===== src/rtl/matmul_ctrl_param.sv =====
// N x N matrix-multiply controller: streams A/B read addresses, accumulates N
// products per C element in one MAC and writes C through active-low strobes.
module matmul_ctrl_param #(
  parameter int LOG2N  = 6,
  parameter int DW     = 8,
  parameter int ACC_W  = 2*DW + LOG2N,
  parameter int RD_LAT = 1,
  parameter int SIGNED = 0
) (
  input  logic               clk,
  input  logic               rst,
  input  logic               start,
  input  logic               transpose_b,
  output logic               busy,
  output logic               done,
  output logic               nce_ab,
  output logic [2*LOG2N-1:0] addr_a,
  output logic [2*LOG2N-1:0] addr_b,
  input  logic [DW-1:0]      rdata_a,
  input  logic [DW-1:0]      rdata_b,
  output logic               nce_c,
  output logic               nwrt_c,
  output logic [2*LOG2N-1:0] addr_c,
  output logic [ACC_W-1:0]   wdata_c
);

  localparam int AW = 2*LOG2N;
  localparam int CW = 3*LOG2N;

  localparam logic [1:0] S_IDLE  = 2'd0;
  localparam logic [1:0] S_ISSUE = 2'd1;
  localparam logic [1:0] S_DRAIN = 2'd2;
  localparam logic [1:0] S_DONE  = 2'd3;

  logic [1:0]       state_q, state_d;
  logic [CW-1:0]    cnt_q, cnt_d;
  logic             tr_q, tr_d;
  logic [1:0]       drn_q, drn_d;
  logic [ACC_W-1:0] acc_q, acc_d;
  logic             wr_q, wr_d;
  logic [AW-1:0]    addr_c_q, addr_c_d;
  logic [ACC_W-1:0] wdata_c_q, wdata_c_d;

  // The step counter is {i, j, k}, so k runs fastest, then j, then i.
  logic [LOG2N-1:0] ci, cj, ck;
  logic             issue;

  assign ci    = cnt_q[CW-1 -: LOG2N];
  assign cj    = cnt_q[AW-1 -: LOG2N];
  assign ck    = cnt_q[LOG2N-1:0];
  assign issue = (state_q == S_ISSUE);

  always_comb begin
    state_d = state_q;
    cnt_d   = cnt_q;
    tr_d    = tr_q;
    drn_d   = drn_q;
    case (state_q)
      S_IDLE: begin
        if (start) begin
          state_d = S_ISSUE;
          cnt_d   = '0;
          tr_d    = transpose_b;
        end
      end
      S_ISSUE: begin
        cnt_d = cnt_q + CW'(1);
        drn_d = '0;
        if (&cnt_q) state_d = S_DRAIN;
      end
      S_DRAIN: begin
        if (drn_q == 2'(RD_LAT)) state_d = S_DONE;
        else drn_d = drn_q + 2'd1;
      end
      S_DONE:  state_d = S_IDLE;
      default: state_d = S_IDLE;
    endcase
  end

  // Flags and destination address ride alongside the read so they line up
  // with rdata RD_LAT cycles later.
  logic [RD_LAT-1:0] pv_q, pv_d, pf_q, pf_d, pl_q, pl_d;
  logic [AW-1:0]     pt_q [RD_LAT];
  logic [AW-1:0]     pt_d [RD_LAT];

  genvar gi;
  generate
    for (gi = 0; gi < RD_LAT; gi++) begin : g_pipe
      if (gi == 0) begin : g_head
        assign pv_d[gi] = issue;
        assign pf_d[gi] = (ck == '0);
        assign pl_d[gi] = &ck;
        assign pt_d[gi] = {ci, cj};
      end else begin : g_tail
        assign pv_d[gi] = pv_q[gi-1];
        assign pf_d[gi] = pf_q[gi-1];
        assign pl_d[gi] = pl_q[gi-1];
        assign pt_d[gi] = pt_q[gi-1];
      end
    end
  endgenerate

  logic signed [DW:0] ext_a, ext_b;
  logic [ACC_W-1:0]   prod;

  // Low ACC_W bits of the extended product equal the wrapped true product.
  always_comb begin
    ext_a = (SIGNED != 0) ? {rdata_a[DW-1], rdata_a} : {1'b0, rdata_a};
    ext_b = (SIGNED != 0) ? {rdata_b[DW-1], rdata_b} : {1'b0, rdata_b};
    prod  = ACC_W'(ext_a) * ACC_W'(ext_b);
  end

  always_comb begin
    acc_d     = acc_q;
    wr_d      = 1'b0;
    addr_c_d  = addr_c_q;
    wdata_c_d = wdata_c_q;
    if (pv_q[RD_LAT-1]) begin
      acc_d = pf_q[RD_LAT-1] ? prod : acc_q + prod;
      if (pl_q[RD_LAT-1]) begin
        wr_d      = 1'b1;
        addr_c_d  = pt_q[RD_LAT-1];
        wdata_c_d = acc_d;
      end
    end
  end

  always_ff @(posedge clk or posedge rst) begin
    if (rst) begin
      state_q   <= S_IDLE;
      cnt_q     <= '0;
      tr_q      <= 1'b0;
      drn_q     <= '0;
      acc_q     <= '0;
      wr_q      <= 1'b0;
      addr_c_q  <= '0;
      wdata_c_q <= '0;
      pv_q      <= '0;
      pf_q      <= '0;
      pl_q      <= '0;
      for (int n = 0; n < RD_LAT; n++) pt_q[n] <= '0;
    end else begin
      state_q   <= state_d;
      cnt_q     <= cnt_d;
      tr_q      <= tr_d;
      drn_q     <= drn_d;
      acc_q     <= acc_d;
      wr_q      <= wr_d;
      addr_c_q  <= addr_c_d;
      wdata_c_q <= wdata_c_d;
      pv_q      <= pv_d;
      pf_q      <= pf_d;
      pl_q      <= pl_d;
      for (int n = 0; n < RD_LAT; n++) pt_q[n] <= pt_d[n];
    end
  end

  assign busy    = (state_q == S_ISSUE) || (state_q == S_DRAIN);
  assign done    = (state_q == S_DONE);
  assign nce_ab  = ~issue;
  assign addr_a  = {ci, ck};
  assign addr_b  = tr_q ? {cj, ck} : {ck, cj};
  assign nce_c   = ~wr_q;
  assign nwrt_c  = ~wr_q;
  assign addr_c  = addr_c_q;
  assign wdata_c = wdata_c_q;

endmodule


===== config.mk =====
export PLATFORM = sky130hd
export DESIGN_NAME = matmul_ctrl_param
export DESIGN_NICKNAME = d
export VERILOG_FILES = /design/src/rtl/matmul_ctrl_param.sv
export SDC_FILE = /design/constraint.sdc
export NUM_CORES = 1
export LEC_CHECK = 0
export CAP_MARGIN = 20
export CORE_MARGIN = 1.5
export CORE_UTILIZATION = 45
export CTS_CLUSTER_SIZE = 30
export DETAILED_ROUTE_END_ITERATION = 16
export PLACE_DENSITY = 0.75
export SETUP_SLACK_MARGIN = 0.15
export SYNTH_ARGS = -nofsm -noshare
export SYNTH_HDL_FRONTEND = slang
export SYNTH_SLANG_ARGS = --single-unit

===== constraint.sdc =====
create_clock -name clk -period 3.6 [get_ports clk]
set_input_delay 0.72 -clock clk [delete_from_list [all_inputs] [get_ports clk]]
set_output_delay 0.72 -clock clk [all_outputs]
set_load 0.005 [all_outputs]

==> run_results.csv <==
group,metric,value,unit
power_and_ir_drop,ir_drop_worst_vdd,732,µV
worst_setup_path,critPathRequiredTime,3820,ps
synthesis,synth.avg_cell_area,9.28,µm²
routing,drc,0,
synthesis,syn_nets,903,
sta,achievable-frequency,179,MHz
synthesis,yosys_warning_total,0,
global_routing,grt_overflow_total,0,
run,cap_violations,0,
worst_setup_path,criticalPathCategory,"input pin to register",
run_status,outcome,"finished with violations",
die,placementRows,46,
sta,final_period_minus_worst_setup_slack,5600,ps
cts,clk_root_buffer_cell,"clkbuf_16",
placement,dpl_cell_area,9200,µm²
synthesis,mappedNetlistArea,7280,µm²
routing,detail_route.first_pass.iterations,5,
placement,dp.cells,1156,
routing,routed_wl,20.3,mm
sta,grt_setup_unrepaired,"yes",
finish,design_area,10500,µm²
cts,cts_num_sinks,95,
cts,htree_num_levels,3,
die,floorplan.initialDensity,0.460,
die,area_of_the_die,17000,µm²
synthesis,synth.yosys.seq_area_share,0.326,
routing,routed.top_layer,"met4",
run_status,violations,"setup timing",
sta,finalCritPeriodShare,1.56,
finish,fill_cells,1117,
synthesis,synth-seq-cells,95,
cts,cts_buffer_depth,2,
global_routing,maximum_number_of_pins_on_one_net_before_global_route_repair,49,
placement,globalplace.congestion,0.860,
cts,clkSlewWorstSetupHoldPaths,80,ps
worst_setup_path,cp-start-kind,"input pin",
power_and_ir_drop,p_per_area,1070,nW/µm²
worst_setup_path,critical_path_fanouts_max,5,
worst_hold_path,min-delay-path-class,"register to register",
sta,worst_slew_margin_rel,0.411,
cts,cts_tree,"done",
finish,finish.cell_count_without_fillers,1205,
sta,finalWorstSetupSlack,-2000,ps
sta,worstMarginPinSlew,880,ps
sta,clock-skew-final,11.9,ps
die,core,15800,µm²
sta,finalSetupViolations,36,
cts,clk_latency,350,ps
sta,report.final.slew_viol_count,0,
synthesis,postSynth.asyncResetShare,1.00,
die,die_width,130,µm
power_and_ir_drop,leakagePower,0.00489,µW
routing,detail-route-antenna-nets,0,
routing,wl_met1,8.34,mm
finish,fin_nets,1102,
routing,via_count,6367,
synthesis,synth_edf_count,0,
routing,detail_route.vias_per_cell,5.28,
global_routing,grt.total_usage,0.237,
global_routing,number_of_global_route_vias_before_repair,6656,
sta,final.hold.worst_slack,438,ps
routing,avgRoutedWirePerCell,16.8,µm
sta,finalHoldViolations,0,
worst_setup_path,end_kind,"register",
global_routing,global_route_wire_length_before_repair,31.9,mm
global_routing,grt_antenna_before_repair,0,
die,ios,83,
placement,pre_cts_ws,-2750,ps
cts,cts-buffers-inserted,9,
placement,port_buffers,82,
worst_setup_path,arrival,5820,ps
routing,detailroute.wirelength.met3,1.09,mm
routing,met2RoutedLength,10.4,mm
synthesis,netlist_instances,785,
die,chipHeight,130,µm
routing,drt_first_iter_violations,328,
cts,hold_buffers,0,
finish,fraction_of_layout_cells_with_a_size_suffix_above_1,0.341,
synthesis,ys.flop_type,"dfrtp_1",
finish,area_growth_syn_to_layout,44.0,%
sta,timing.setup.tns,-54340,ps
placement,place.detailed.hpwl,12.7,mm
finish,antenna_cells,0,
synthesis,synthDistinctLibCells,68,
## what timing repair did
action / 4_1_cts / 5_1_grt
pin swaps: 83 / 46
resized for setup: 180 / 48
setup buffers: 23 / 10
endpoints found under the setup margin: 38 / 38
## layer usage
layer | up-vias | track usage
li1 | 3024 | -
met1 | 3146 | 0.287
met2 | 165 | 0.421
met3 | 32 | 0.0504
met4 | 0 | 0.0725
met5 | - | 0
## layout by cell type, fill, tap and decap left out, types with 8 or more instances in the layout
cell type,instances
a21oi_2,16
a21oi_1,23
nand3_1,24
o21ai_0,12
and2_1,38
clkdlybuf4s50_1,66
nand2_1,89
nor3_1,8
mux2_2,11
a21o_1,8
xor2_1,14
and2_4,20
fa_1,33
o21ai_2,11
dfrtp_1,95
nor2_1,48
ha_4,16
mux2i_1,13
clkbuf_16,9
a21oi_4,9
ha_1,45
buf_6,28
buf_4,116
inv_2,15
inv_1,57
o21ai_1,12
xnor2_1,12
## sequential cells by signal, summed over array words and instances (netlist names)
register  flops
acc_q        22
addr_c       12
cnt_q        18
drn_q         2
pf_q          1
pl_q          1
pt_q         12
pv_q          1
state_q       2
tr_q          1
wdata_c      22
wr_q          1
## cells in the mapped netlist, drive strengths merged, types with 2 or more instances
library cell | instances | share of area
a211o | 2 | 0.0024
a211oi | 5 | 0.0058
a21o | 8 | 0.0082
a21oi | 48 | 0.033
a22o | 4 | 0.0048
a22oi | 2 | 0.0021
a311o | 3 | 0.0041
a31oi | 3 | 0.0046
and2 | 58 | 0.050
and3 | 6 | 0.0053
buf | 20 | 0.022
clkbuf | 15 | 0.0082
dfrtp | 95 | 0.33
fa | 37 | 0.10
ha | 61 | 0.10
inv | 74 | 0.038
mux2 | 12 | 0.019
mux2i | 13 | 0.018
nand2 | 98 | 0.051
nand2b | 3 | 0.0026
nand3 | 29 | 0.021
nand4 | 5 | 0.0043
nor2 | 52 | 0.027
nor2b | 9 | 0.0077
nor3 | 10 | 0.0076
nor4 | 5 | 0.0064
o211ai | 2 | 0.0021
o21ai | 39 | 0.027
o21bai | 5 | 0.0052
o221ai | 2 | 0.0024
o31ai | 2 | 0.0027
or3 | 3 | 0.0026
or4 | 2 | 0.0021
xnor2 | 19 | 0.023
xor2 | 18 | 0.022
## through the flow
step	util	power (µW)
2_1_floorplan	-	4990
3_3_place_gp	0.581	7330
3_5_place_dp	0.581	7420
4_1_cts	0.644	9990
5_1_grt	0.663	11700
6_report	0.663	11200
## layout make-up
type / instances / area [µm²] / share of cell area
Tap cell: 216 / 270 / 0.0258
Multi-Input combinational cell: 581 / 5240 / 0.499
Clock inverter: 7 / 93.8 / 0.00895
Timing Repair Buffer: 223 / 2000 / 0.191
Inverter: 74 / 283 / 0.0270
Sequential cell: 95 / 2380 / 0.227
Clock buffer: 9 / 225 / 0.0215
## critical path: stages
cell	delay, ps
buf_2	130
and2_4	150
fa_1	560
fa_1	450
fa_1	510
inv_1	50
fa_1	490
inv_2	50
ha_4	290
o21ai_2	60
a21oi_1	180
nand4_1	160
a311o_1	420
xnor2_2	170
ha_1	320
and2_4	170
and3_4	180
a31oi_4	100
nor4_4	350
mux2i_1	220
o22ai_1	90
## path summary, 6_finish.rpt
check                                           from                      end  slack [ps]  depth (start not counted)
min in group asynchronous                        rst    addr_c[4]$_DFFE_PP0P_         810                          2
max in group asynchronous                        rst  wdata_c[21]$_DFFE_PP0P_        2110                          3
worst min register to register     pt_q[7]$_DFF_PP0_    addr_c[7]$_DFFE_PP0P_         440                          2
worst max register to register  acc_q[0]$_DFFE_PP0P_    acc_q[14]$_DFFE_PP0P_         880                         11
worst min-delay path               pt_q[7]$_DFF_PP0_    addr_c[7]$_DFFE_PP0P_         440                          2
worst max-delay path                      rdata_b[6]    acc_q[20]$_DFFE_PP0P_       -2000                         21
## report_power, final
part	switching, µW	internal, µW	total (µW)
clock network	486	502	989
registers	231	1310	1540
logic	4050	4600	8650
total	4770	6410	11200
## kinds of logic after synthesis
logic type,synth area share
xor gates and xnor gates,0.0445
and+or+nand+nor,0.190
buffers and inverters,0.0684
AOI/OAI and AO/OA,0.128
muxes,0.0364
adders and majority gates,0.206
DFF,0.326
(Power assumes the default switching activity.)
